<file path="src/rtl/parity_tx_arb_pkg.sv">
// Shared types and constants for the arbitrated
// even-parity nibble transmitter.
package parity_tx_arb_pkg;

  typedef enum logic [2:0] {
    ST_IDLE,
    ST_START,
    ST_DATA,
    ST_PARITY,
    ST_STOP,
    ST_GAP
  } state_t;

  localparam int FRAME_BITS = 7;
  localparam int DATA_BITS  = 4;

  localparam logic START_BIT = 1'b0;
  localparam logic STOP_BIT  = 1'b1;

  // Round-robin pick: a lone valid wins, a tie goes
  // to the requester that was not granted last.
  function automatic logic [1:0] rr_grant(
    input logic v0,
    input logic v1,
    input logic last
  );
    logic [1:0] g;
    g[0] = v0 && (!v1 || last);
    g[1] = v1 && (!v0 || !last);
    return g;
  endfunction

endpackage

</file>
<file path="src/rtl/parity_tx_arb_even_parity.sv">
// Even parity over the captured nibble.
// Purely combinational.
module even_parity
  import parity_tx_arb_pkg::*;
(
  input  logic [DATA_BITS-1:0] data,
  output logic                 parity
);

  assign parity = ^data;

endmodule

</file>
<file path="src/rtl/parity_tx_arb.sv">
// Two-requester round-robin arbiter feeding a serial
// framer: start, 4 data bits LSB first, even parity, stop.
module parity_tx_arb
  import parity_tx_arb_pkg::*;
#(
  parameter int GAP_CYCLES = 1
) (
  input  logic                 clk,
  input  logic                 rst,
  input  logic                 req0_valid,
  input  logic [DATA_BITS-1:0] req0_data,
  output logic                 req0_ready,
  input  logic                 req1_valid,
  input  logic [DATA_BITS-1:0] req1_data,
  output logic                 req1_ready,
  output logic                 tx_out,
  output logic                 tx_busy,
  output logic                 tx_src,
  output logic                 frame_done
);

  localparam logic [3:0] GAP_LAST =
    4'(GAP_CYCLES == 0 ? 0 : GAP_CYCLES - 1);

  state_t               state;
  state_t               state_d;
  logic [1:0]           bit_cnt;
  logic [3:0]           gap_cnt;
  logic [DATA_BITS-1:0] hold;
  logic                 last_grant;
  logic                 parity;
  logic                 tx_bit;
  logic [1:0]           grant;
  logic                 idle;

  even_parity u_par (
    .data   (hold),
    .parity (parity)
  );

  assign idle  = (state == ST_IDLE);
  assign grant = rr_grant(req0_valid, req1_valid,
                          last_grant);

  assign req0_ready = idle && grant[0];
  assign req1_ready = idle && grant[1];

  always_comb begin
    state_d = state;
    unique case (state)
      ST_IDLE:
        if (req0_ready || req1_ready)
          state_d = ST_START;
      ST_START:
        state_d = ST_DATA;
      ST_DATA:
        if (bit_cnt == 2'd3)
          state_d = ST_PARITY;
      ST_PARITY:
        state_d = ST_STOP;
      ST_STOP:
        state_d = (GAP_CYCLES > 0) ? ST_GAP
                                   : ST_IDLE;
      ST_GAP:
        if (gap_cnt == GAP_LAST)
          state_d = ST_IDLE;
      default:
        state_d = ST_IDLE;
    endcase
  end

  // Line level is registered from the current state,
  // so each bit appears one edge after its state.
  always_comb begin
    tx_bit = STOP_BIT;
    unique case (state)
      ST_START:  tx_bit = START_BIT;
      ST_DATA:   tx_bit = hold[bit_cnt];
      ST_PARITY: tx_bit = parity;
      default:   tx_bit = STOP_BIT;
    endcase
  end

  always_ff @(posedge clk) begin
    if (rst) begin
      state      <= ST_IDLE;
      bit_cnt    <= '0;
      gap_cnt    <= '0;
      hold       <= '0;
      last_grant <= 1'b1;
      tx_src     <= 1'b0;
      tx_out     <= 1'b1;
      tx_busy    <= 1'b0;
      frame_done <= 1'b0;
    end else begin
      state      <= state_d;
      bit_cnt    <= (state == ST_DATA)
                    ? bit_cnt + 2'd1 : 2'd0;
      gap_cnt    <= (state == ST_GAP)
                    ? gap_cnt + 4'd1 : 4'd0;
      tx_out     <= tx_bit;
      tx_busy    <= !idle;
      frame_done <= (state == ST_STOP);
      if (req0_ready) begin
        hold       <= req0_data;
        tx_src     <= 1'b0;
        last_grant <= 1'b0;
      end else if (req1_ready) begin
        hold       <= req1_data;
        tx_src     <= 1'b1;
        last_grant <= 1'b1;
      end
    end
  end

endmodule

</file>
<file path="config.mk">
export PLATFORM = sky130hd
export DESIGN_NAME = parity_tx_arb
export DESIGN_NICKNAME = d
export VERILOG_FILES = /design/src/rtl/parity_tx_arb_pkg.sv /design/src/rtl/parity_tx_arb_even_parity.sv /design/src/rtl/parity_tx_arb.sv
export SDC_FILE = /design/constraint.sdc
export NUM_CORES = 1
export LEC_CHECK = 0
export ABC_CLOCK_PERIOD_IN_PS = 2000
export CAP_MARGIN = 20
export CORE_UTILIZATION = 40
export CTS_CLUSTER_SIZE = 30
export DETAILED_ROUTE_END_ITERATION = 16
export PLACE_DENSITY = 0.75
export SLEW_MARGIN = 30
export SYNTH_ARGS = -nofsm -noshare
export SYNTH_HDL_FRONTEND = slang
export SYNTH_SLANG_ARGS = --single-unit
</file>
<file path="constraint.sdc">
create_clock -name clk -period 2 [get_ports clk]
set_clock_uncertainty 0.15 [all_clocks]
set_input_delay 0.6 -clock clk [delete_from_list [all_inputs] [get_ports clk]]
set_output_delay 0.6 -clock clk [all_outputs]
set_load 0.02 [all_outputs]
</file>
==> results_tabular.tex <==
\begin{tabular}{lr}
\hline
Metric & Value \\
\hline
\multicolumn{2}{l}{\textbf{Run status}} \\
\quad Status & finished clean \\
\multicolumn{2}{l}{\textbf{Timing}} \\
\quad Worst Setup Slack, final & 0.00915 ns \\
\quad Sum of negative setup slack & 0 ns \\
\quad Upper clock frequency limit & between 0.5 and 0.6 GHz \\
\quad Worst rel slew slack & 82.7\% \\
\quad Slew Viols, Final & 0 \\
\quad Final Hold Vio Count & 0 \\
\quad Period utilization & between 90 and 100\% \\
\quad Actual slew at the worst max-slew pin & between 0.2 and 0.3 ns \\
\quad Period minus WS final & around 2.0 ns \\
\quad Hold slack & 0.326 ns \\
\quad Final setup viols & 0 \\
\quad Setup repair after global routing missed its margin & yes \\
\multicolumn{2}{l}{\textbf{Synth}} \\
\quad Register bit total from synthesis & 18 \\
\quad Fraction of the yosys area taken by sequential cells & 43.2\% \\
\quad Ranking of synthesized cells by area & sky130\_fd\_sc\_hd\_\_dfxtp\_1 (43\%), sky130\_fd\_sc\_hd\_\_nor2\_1 (7.2\%), sky130\_fd\_sc\_hd\_\_mux2i\_1 (4.8\%) \\
\quad Mean post-synth cell area & 9.59 um2 \\
\quad Primary flip-flop cell chosen by synthesis mapping & sky130\_fd\_sc\_hd\_\_dfxtp\_1 \\
\quad Post-synth cell types & 29 \\
\quad Count leader, synth & sky130\_fd\_sc\_hd\_\_dfxtp\_1 \\
\quad Cell count after synthesis & just under 90 \\
\quad Number of enable-type register cells in the synthesized netlist & 0 \\
\quad Library cell with the largest summed area after synthesis & sky130\_fd\_sc\_hd\_\_dfxtp\_1 \\
\quad Total number of yosys warnings & 0 \\
\quad Most used standard cells in the synthesized netlist & sky130\_fd\_sc\_hd\_\_dfxtp\_1 (18), sky130\_fd\_sc\_hd\_\_nor2\_1 (16), sky130\_fd\_sc\_hd\_\_nand2\_1 (7) \\
\quad Synth top area share & about 43\% \\
\quad Netlist area before placement & approximately 830 um2 \\
\quad Post-synth net total & just over 100 \\
\quad Synth async-reset ratio & 0\% \\
\multicolumn{2}{l}{\textbf{Drt}} \\
\quad Total via count after detailed routing & between 600 and 700 \\
\quad First-pass iteration count of the detailed router & 4 \\
\quad DR vias/cell & approximately 4.9 \\
\quad Wire length per cell & approximately 11 um \\
\quad Antenna-violating nets left & 0 \\
\quad Drt initial violations & 12 \\
\quad DRC Markers & 0 \\
\quad WL final & 1550 um \\
\multicolumn{2}{l}{\textbf{Clock network}} \\
\quad Level count of the clock H-tree & 1 \\
\quad Root buffer selected by CTS & sky130\_fd\_sc\_hd\_\_clkbuf\_4 \\
\quad Clock-pin slew reported for the worst setup and hold paths after clock tree synthesis & around 0.10 ns \\
\quad Clock sink count & 18 \\
\quad Later-pin clock latency in the skew report & around 0.29 ns \\
\quad Clock tree buffer depth & 2 \\
\quad CTS tree & done \\
\quad CTS hold repair buffers & 0 \\
\quad Cts bufs inserted & 3 \\
\multicolumn{2}{l}{\textbf{Finish}} \\
\quad Signed area change from the synthesized netlist to the final layout & 35.7\% \\
\quad Share of the core filled with cells in the final layout & approximately 58\% \\
\quad Inserted Diodes & 0 \\
\quad Net count of the finished layout & about 130 \\
\quad Layout cell share with drive strength beyond 1 & about a quarter \\
\multicolumn{2}{l}{\textbf{Global routing}} \\
\quad Residual overflow from global routing & 0 \\
\quad Largest net degree at the start of global routing & 11 \\
\quad Wire length of the first global-routing pass & roughly 2400 um \\
\quad Initial antenna violation count & 0 \\
\quad Vias in the first global route & about 610 \\
\quad GRT Util Overall & between 10\% and 20\% \\
\multicolumn{2}{l}{\textbf{Run}} \\
\quad Number of max-cap violations & 0 \\
\multicolumn{2}{l}{\textbf{Floorplanning}} \\
\quad Horizontal die dimension & about 48 um \\
\quad Boundary Pins & 18 \\
\quad Vert. Die Dim & between 40 and 50 um \\
\quad Area of the core & 1960 um2 \\
\quad Effective utilization at floorplan & around 43\% \\
\quad Placement Rows & 16 \\
\quad Die footprint & 2270 um2 \\
\multicolumn{2}{l}{\textbf{Setup path}} \\
\quad Library cell contributing the largest single delay on the critical path & sky130\_fd\_sc\_hd\_\_dfxtp\_2 \\
\quad Max Fanout on Critical Path & 3 \\
\quad Crit path required time & 1.25 ns \\
\quad Arrival time reported for the critical path endpoint & $\sim$1.2 ns \\
\quad Crit-path cells & nor3\_4, nand2\_2, a21oi\_2, buf\_4 \\
\quad Type of element launching the critical path & flip-flop \\
\quad Type of element capturing the critical path & output pin \\
\quad CP peak stage delay & 0.35 ns \\
\quad WS Path Type & reg -> out \\
\multicolumn{2}{l}{\textbf{Placed design}} \\
\quad Setup slack at placement & -0.704 ns \\
\quad RePlAce Congestion & slightly above 0.8 \\
\quad Count of buffers inserted at the top-level ports & 17 \\
\quad Post-DP HPWL & roughly 1200 um \\
\multicolumn{2}{l}{\textbf{Power}} \\
\quad Total leakage power & roughly 0.51 nW \\
\quad Peak supply drop & about 0.38 mV \\
\quad Total chip power & around 0.00087 W \\
\quad Power density normalized to cell area & roughly 770 nW/um2 \\
\multicolumn{2}{l}{\textbf{Worst hold path}} \\
\quad Worst hold path type & reg -> reg \\
\hline
\end{tabular}
## per-stage QoR
stage / cells / cell area (um2)
2_1_floorplan: 87 / 835
3_3_place_gp: 138 / 1090
3_5_place_dp: 138 / 1090
4_1_cts: 141 / 1100
5_1_grt: 143 / 1130
6_report: 143 / 1130
## area by class of cell
| class | instances | area (um2) |
|---|---|---|
| fill | 209 | 830 |
| multi-input combinational | 62 | 442 |
| sequential | 18 | 363 |
| timing repair buffer | 29 | 256 |
| tap | 27 | 33.8 |
| clock buffer | 3 | 22.5 |
| inverter | 4 | 15.0 |
## routing by layer
metal / part of all wire (%) / wire length (um) / global-route usage (%)
met1: 48 / 742 / 19.8
met2: 47 / 733 / 25.2
met3: 3.0 / 47 / 2.26
met4: 1.7 / 27 / 6.67
met5: 0 / 0 / 0
## kinds of logic (layout without fill, tap and decap cells)
| family | Yosys count | in the layout | share of synthesized area [%] |
|---|---|---|---|
| simple gates | 36 | 36 | 22.6 |
| flops | 18 | 18 | 43.2 |
| compound gates | 13 | 13 | 12.3 |
| buf+inv | 7 | 36 | 4.65 |
| xor+xnor | 5 | 5 | 5.25 |
| mux | 5 | 5 | 7.50 |
| fa+ha+maj | 3 | 3 | 4.50 |
## cell usage in the layout, fill, tap and decap left out, types with 3 or more instances in the layout
cell type                         Yosys  layout
sky130_fd_sc_hd__clkdlybuf4s50_1      0      10
sky130_fd_sc_hd__buf_4                1      13
sky130_fd_sc_hd__ha_1                 3       3
sky130_fd_sc_hd__dfxtp_1             18      16
sky130_fd_sc_hd__nand2_1              7       6
sky130_fd_sc_hd__a211oi_1             4       4
sky130_fd_sc_hd__xnor2_1              3       3
sky130_fd_sc_hd__clkbuf_4             0       3
sky130_fd_sc_hd__nor2_1              16      16
sky130_fd_sc_hd__inv_1                4       3
sky130_fd_sc_hd__mux2i_1              4       4
## power by group
part / switching, W / total (W) / internal, W
sequential: 0.0000253 / 0.000418 / 0.000392
combinational: 0.000117 / 0.000267 / 0.000150
clock: 0.000115 / 0.000185 / 0.0000702
## repair_timing
item / in CTS / in global routing
gates resized for setup: 13 / 10
pin swaps: 1 / 3
setup buffers: 0 / 2
endpoints found under the hold margin: 0 / 0
setup endpoints to repair: 3 / 4
## registers in the layout, indices dropped and copies added (netlist names)
register	flops
bit_cnt	2
last_grant	1
tx_busy	1
frame_done	1
hold	4
tx_out	1
gap_cnt	4
tx_src	1
state	3
## worst max-delay path: cells and delay by family (launching register included)
| kind | cells | cell delay, ns |
|---|---|---|
| AND/OR/NAND/NOR | 2 | 0.34 |
| AO/OA/AOI/OAI | 1 | 0.11 |
| buffers and inverters | 1 | 0.15 |
| flip-flops | 1 | 0.35 |
## final timing paths
path	slack, ns	to	from	depth (start not counted)
min reg2reg	0.33	gap_cnt[0]	gap_cnt[0]	1
min	0.33	gap_cnt[0]	gap_cnt[0]	1
max reg2reg	0.42	hold[1]	state[1]	6
max	0.009	req1_ready	state[1]	4
(Power assumes the default switching activity.)
